### config.mk
export PLATFORM = sky130hd
export DESIGN_NAME = uart16550_axil_rxctl
export DESIGN_NICKNAME = d
export VERILOG_FILES = /design/src/rtl/uart16550_axil_rxctl.sv
export SDC_FILE = /design/constraint.sdc
export NUM_CORES = 1
export LEC_CHECK = 0
export CAP_MARGIN = 20
export CORE_AREA = 5 5 42 44
export DETAILED_ROUTE_END_ITERATION = 12
export DIE_AREA = 0 0 47 49
export GPL_ROUTABILITY_DRIVEN = 0
export PLACE_DENSITY_LB_ADDON = 0.25
export SLEW_MARGIN = 0
export SYNTH_ARGS = -nofsm -noshare
export SYNTH_HDL_FRONTEND = slang
export SYNTH_SLANG_ARGS = --single-unit
### constraint.sdc
create_clock -name clk -period 2.4 [get_ports clk]
set_input_delay 0.48 -clock clk [delete_from_list [all_inputs] [get_ports clk]]
set_output_delay 0.48 -clock clk [all_outputs]
set_load 0.02 [all_outputs]
### src/rtl/uart16550_axil_rxctl.sv
// ---------------------------------------------------------------------------
// uart16550_axil_rxctl
//
// Receive-path controller for the 16-entry UART FIFO. It decodes FCR writes
// (FIFO enable, RX/TX reset, trigger level) and owns the FIFO write/read/
// regmode/clear_flag controls. It arbitrates FIFO reads between the host RBR
// path and a drain sequencer that empties the RX FIFO on reset requests. It
// also produces the RX-data-available and character-timeout interrupt
// sources.
//
// Optional feature macro: UART16550_RX_TIMEOUT_EN
//   defined   : character-timeout counter and rx_timeout are built.
//   undefined : no counter, rx_timeout tied 0, char_tick unused.
//
// Strobe semantics: every input strobe (fcr_we, host_rd, lsr_rd, rx_push,
// char_tick) is a single-cycle pulse sampled at the rising edge of clk. There
// is no back-pressure. fifo_read/fifo_write/fifo_clear_flag are combinational
// single-cycle commands that the FIFO acts on at the same edge. fifo_read is
// only ever issued when the FIFO reports non-empty.
//
// Ports:
//   clk, reset_n      clock, synchronous active-low reset
//   fcr_wdata/fcr_we  FCR write: [0] FIFO en, [1] RX rst, [2] TX rst, [7:6] trig
//   host_rd           host RBR read strobe
//   lsr_rd            host LSR read strobe (forwarded as overrun clear)
//   rx_push           receiver character-valid strobe
//   char_tick         one pulse per character time
//   fifo_elems        FIFO occupancy 0..16
//   fifo_empty        FIFO empty flag
//   fifo_write        FIFO write command
//   fifo_read         FIFO read command
//   fifo_regmode      1 = 16450 single-register mode
//   fifo_clear_flag   FIFO overrun clear
//   fifo_en           current FCR[0]
//   tx_flush          one-cycle TX FIFO reset request
//   rx_busy           drain in progress (also exposes the FSM state)
//   rx_trig           RX-data-available interrupt source
//   rx_timeout        character-timeout interrupt source
// ---------------------------------------------------------------------------
module uart16550_axil_rxctl #(
    parameter int TIMEOUT_CHARS = 4,
    parameter int TCNT_W        = 3
) (
    input  logic       clk,
    input  logic       reset_n,
    input  logic [7:0] fcr_wdata,
    input  logic       fcr_we,
    input  logic       host_rd,
    input  logic       lsr_rd,
    input  logic       rx_push,
    input  logic       char_tick,
    input  logic [4:0] fifo_elems,
    input  logic       fifo_empty,
    output logic       fifo_write,
    output logic       fifo_read,
    output logic       fifo_regmode,
    output logic       fifo_clear_flag,
    output logic       fifo_en,
    output logic       tx_flush,
    output logic       rx_busy,
    output logic       rx_trig,
    output logic       rx_timeout
);

    typedef enum logic {
        ST_IDLE  = 1'b0,
        ST_DRAIN = 1'b1
    } state_t;

    state_t     state;
    state_t     state_nxt;
    logic [1:0] trig_sel;
    logic [4:0] trig_level;
    logic       en_toggle;
    logic       drain_req;

    // Changing the FIFO enable always flushes the RX FIFO, as does RX reset.
    assign en_toggle = fcr_we & (fcr_wdata[0] != fifo_en);
    assign drain_req = (fcr_we & fcr_wdata[1]) | en_toggle;

    assign fifo_regmode    = ~fifo_en;
    assign fifo_clear_flag = reset_n & lsr_rd;

    // -----------------------------------------------------------------------
    // FSM: state register
    // -----------------------------------------------------------------------
    always_ff @(posedge clk) begin
        if (!reset_n) begin
            state <= ST_IDLE;
        end else begin
            state <= state_nxt;
        end
    end

    // -----------------------------------------------------------------------
    // FSM: next state. Further drain requests while draining are absorbed.
    // -----------------------------------------------------------------------
    always_comb begin
        state_nxt = state;
        case (state)
            ST_IDLE:  if (drain_req)  state_nxt = ST_DRAIN;
            ST_DRAIN: if (fifo_empty) state_nxt = ST_IDLE;
            default:  state_nxt = ST_IDLE;
        endcase
    end

    // -----------------------------------------------------------------------
    // FSM: outputs. FIFO commands are held off while reset is asserted.
    // -----------------------------------------------------------------------
    always_comb begin
        fifo_read  = 1'b0;
        fifo_write = 1'b0;
        rx_busy    = (state == ST_DRAIN);
        if (reset_n) begin
            case (state)
                ST_IDLE: begin
                    fifo_read  = host_rd & ~fifo_empty;
                    fifo_write = rx_push;
                end
                ST_DRAIN: begin
                    // Host reads ignored, received characters discarded.
                    fifo_read  = ~fifo_empty;
                end
                default: begin
                    fifo_read  = 1'b0;
                    fifo_write = 1'b0;
                end
            endcase
        end
    end

    // -----------------------------------------------------------------------
    // FCR fields and TX flush pulse
    // -----------------------------------------------------------------------
    always_ff @(posedge clk) begin
        if (!reset_n) begin
            fifo_en  <= 1'b0;
            trig_sel <= 2'b00;
            tx_flush <= 1'b0;
        end else begin
            tx_flush <= fcr_we & (fcr_wdata[2] | (fcr_wdata[0] != fifo_en));
            if (fcr_we) begin
                fifo_en  <= fcr_wdata[0];
                trig_sel <= fcr_wdata[7:6];
            end
        end
    end

    always_comb begin
        trig_level = 5'd1;
        case (trig_sel)
            2'b00: trig_level = 5'd1;
            2'b01: trig_level = 5'd4;
            2'b10: trig_level = 5'd8;
            2'b11: trig_level = 5'd14;
            default: trig_level = 5'd1;
        endcase
    end

    // -----------------------------------------------------------------------
    // RX-data-available source. Suppressed while the FIFO is being drained.
    // -----------------------------------------------------------------------
    always_ff @(posedge clk) begin
        if (!reset_n) begin
            rx_trig <= 1'b0;
        end else if (state == ST_DRAIN) begin
            rx_trig <= 1'b0;
        end else if (fifo_en) begin
            rx_trig <= (fifo_elems >= trig_level);
        end else begin
            rx_trig <= ~fifo_empty;
        end
    end

    // -----------------------------------------------------------------------
    // Character timeout
    // -----------------------------------------------------------------------
`ifdef UART16550_RX_TIMEOUT_EN
    localparam logic [TCNT_W-1:0] TCNT_MAX = TCNT_W'(TIMEOUT_CHARS);

    logic [TCNT_W-1:0] tcnt;
    logic              tcnt_clr;

    // Any FIFO activity or an empty FIFO restarts the idle-time measurement.
    assign tcnt_clr = rx_push | fifo_read | (state == ST_DRAIN) | fifo_empty;

    always_ff @(posedge clk) begin
        if (!reset_n) begin
            tcnt       <= '0;
            rx_timeout <= 1'b0;
        end else begin
            if (tcnt_clr) begin
                tcnt <= '0;
            end else if (char_tick && (tcnt != TCNT_MAX)) begin
                tcnt <= tcnt + TCNT_W'(1);
            end
            rx_timeout <= fifo_en & ~fifo_empty & (tcnt == TCNT_MAX);
        end
    end

    logic unused_sig;
    assign unused_sig = &{1'b0, fcr_wdata[5:3]};
`else
    localparam int unused_timeout_chars = TIMEOUT_CHARS;
    localparam int unused_tcnt_w        = TCNT_W;

    assign rx_timeout = 1'b0;

    logic unused_sig;
    assign unused_sig = &{1'b0, char_tick, fcr_wdata[5:3]};
`endif

endmodule

==> results.sh <==
export IMPL_status="finished clean"
export IMPL_gr_total_overflow=0
export IMPL_critPathRequiredTime_ns=1.92
export IMPL_clkPwrFrac_pct=31.5
export IMPL_yosys_warnings=0
export IMPL_grt_pass1_wl_mm=1.66
export IMPL_holdBufCountCts=0
export IMPL_insertion_delay_ns=0.25
export IMPL_yosysTopAreaCellShare_pct=31.6
export IMPL_rsz0062_at_grt="no"
export IMPL_timing_rr_end="rx_trig"
export IMPL_startpoint_type="input port"
export IMPL_rows=14
export IMPL_slew_viol_final=0
export IMPL_utilization_pct=48.1
export IMPL_power_density_nw_per_um2=449
export IMPL_ir_drop_mv=0.362
export IMPL_htreeDepth=1
export IMPL_synth_compound_area_share_pct=8.55
export IMPL_first_pass_iters=4
export IMPL_worstPathArrival_ns=1.64
export IMPL_grt_use_total_pct=10.0
export IMPL_clockBufferDepth=2
export IMPL_final_cells=89
export IMPL_placedCellCount=86
export IMPL_initial_core_util_pct=27.1
export IMPL_port_buffers=24
export IMPL_grt_pass1_vias=430
export IMPL_yosys_top_cells_area="dfxtp_1 (32%), ha_1 (13%), mux2i_1 (7.9%)"
export IMPL_drt_total_wl_um=966
export IMPL_drtIter0Drc=4
export IMPL_viasPerCell=4.45
export IMPL_yosysTopAreaCell="dfxtp_1"
export IMPL_reg2reg_slack_ns=1.11
export IMPL_crit_end="fifo_write"
export IMPL_synthSimpleGateAreaFrac_pct=28.6
export IMPL_wl_per_cell_um=10.9
export IMPL_grt_max_degree=7
export IMPL_root_buffer="clkbuf_4"
export IMPL_p_switching_uw=82.4
export IMPL_hp_class="reg -> reg"
export IMPL_crit_type="in -> out"
export IMPL_dpl_hpwl_um=847
export IMPL_r2r_cells=5
export IMPL_p_seq_share_pct=37.3
export IMPL_setup_violations=0
export IMPL_drv_cap=0
export IMPL_syn_inst=45
export IMPL_area_growth_pct=77.3
export IMPL_synth_top_family_by_area="simple AND/OR/NAND/NOR gates"
export IMPL_switching_share_pct=27.2
export IMPL_muxShareOfSynthArea_pct=7.89
export IMPL_ant_nets=0
export IMPL_ios=30
export IMPL_postSynthNetCount=70
export IMPL_cts_made_buffers=3
export IMPL_fill_cells=147
export IMPL_leakagePower_nw=0.314
export IMPL_drive_gt1_share_pct=8.22
export IMPL_fin_tns_setup_ns=0
export IMPL_core_area_um2=1400
export IMPL_clk_pin_slew_worst_paths_ns=0.05
export IMPL_rr_startpoint="trig_sel[1]"
export IMPL_power_frac_comb_pct=31.1
export IMPL_die_w_um=47
export IMPL_power_internal_uw=220
export IMPL_max_freq_mhz=471
export IMPL_hold_viol=0
export IMPL_die_y_um=49
export IMPL_nNetsFinal=100
export IMPL_die_area_um2=2300
export IMPL_synth_cell_types=19
export IMPL_cts_sinks=6
export IMPL_whs_ns=0.529
export IMPL_synth_adder_area_share_pct=13.2
export IMPL_cp_startpoint="reset_n"
export IMPL_synth_xor_area_share_pct=2.30
export IMPL_vias=396
export IMPL_setup_worst_path_end_class="output pin"
export IMPL_synth_seq_cells=6
export IMPL_clock_skew_ns=0.00193
export IMPL_grt_antenna_before_repair=0
export IMPL_p_total_uw=303
export IMPL_cts_tree="done"
export IMPL_synth_area_per_cell_um2=8.45
export IMPL_post_route_min_period_ns=2.12
export IMPL_worst_path_max_fanout=4
export IMPL_route_detailed_drc=0
export IMPL_seq_area_frac_synth_pct=31.6
export IMPL_insertedDiodeCount=0
export IMPL_synth_area_um2=380
export IMPL_post_route_period_util_pct=88.5
registers in the layout, indices dropped and copies added, names as in the netlist:
register,flops
rx_trig,1
tx_flush,1
trig_sel,2
rx_busy,1
fifo_en,1
layer usage:
layer	wire length (um)	GRT usage, %	vias to the layer above	part of all wire (%)
li1	-	-	205	-
met1	364	10.6	172	38
met2	485	15.2	17	50
met3	101	6.64	2	10
met4	15	4.15	0	1.6
met5	0	0	-	0
per-stage QoR:
step           cell area, um2  setup WS, ns
6_report                  674         0.276
5_1_grt                   674         0.159
3_5_place_dp              648      -0.00802
4_1_cts                   669        0.0380
3_3_place_gp              648        0.0110
2_1_floorplan             380         0.840
cells in the mapped netlist:
master and count:
dfxtp_1 6, inv_1 5, nor2_1 5, ha_1 4, nor2b_1 4, and2_1 3
mux2i_1 3, nand2_1 3, nand2b_1 2, a31oi_1 1, buf_4 1, conb_1 1
nand4_1 1, nor3b_1 1, o211ai_2 1, o21ai_1 1, o32ai_1 1, or3b_1 1
xor2_1 1
critical path, stage by stage:
cell,delay [ns]
clkdlybuf4s50_1,0.52
nor2b_1,0.18
and2_1,0.13
dlygate4sd2_1,0.32
cell usage in the layout (no fill, tap or decap), drive strengths merged, types with 2 or more instances in the layout:
master and n:
mux2i 3, nand2b 2, inv 5, dfxtp 6
and2 3, nand2 3, clkbuf 3, buf 2
nor2b 4, ha 4, nor2 5, clkdlybuf4s50 21
dlymetal6s2s 2
final cells by class:
class,instances,area [um2],area share [%]
Inverter,5,18.8,2.78
Timing Repair Buffer,26,259,38.4
Sequential cell,6,120,17.8
Multi-Input combinational cell,33,234,34.7
Tap cell,16,20.0,2.97
Clock buffer,3,22.5,3.34
kinds of logic after synthesis:
| logic type | count (synthesis) |
|---|---|
| AND/OR/NAND/NOR | 20 |
| flip-flops | 6 |
| buffers and inverters | 6 |
| adder cells (fa/ha/maj) | 4 |
| AO/OA/AOI/OAI | 4 |
| multiplexers | 3 |
| other | 1 |
| XOR/XNOR | 1 |
power groups by stage:
stage	registers (mW)	logic, mW	clock network [mW]
2_1_floorplan	0.121	0.0359	0
3_3_place_gp	0.115	0.0951	0
3_5_place_dp	0.115	0.0968	0
4_1_cts	0.113	0.0961	0.0997
5_1_grt	0.114	0.104	0.108
6_report	0.113	0.0942	0.0953
how the worst min path moves through the flow:
stage / slack (ns) / from / cells past startpoint / to
after floorplan: 0.52 / trig_sel[1] / 2 / trig_sel[1]
after global placement: 0.52 / rx_busy / 2 / rx_busy
after detailed placement: 0.52 / rx_busy / 2 / rx_busy
after CTS: 0.53 / rx_busy / 2 / rx_busy
after global routing: 0.58 / rx_busy / 1 / rx_busy
final: 0.53 / rx_busy / 2 / rx_busy
what timing repair did:
item | CTS | global route
setup buffers | 0 | 0
endpoints found under the hold margin | 0 | 0
gates resized for setup | 1 | 2
endpoints found under the setup margin | 1 | 2
Power figures use the tool's default switching activity.
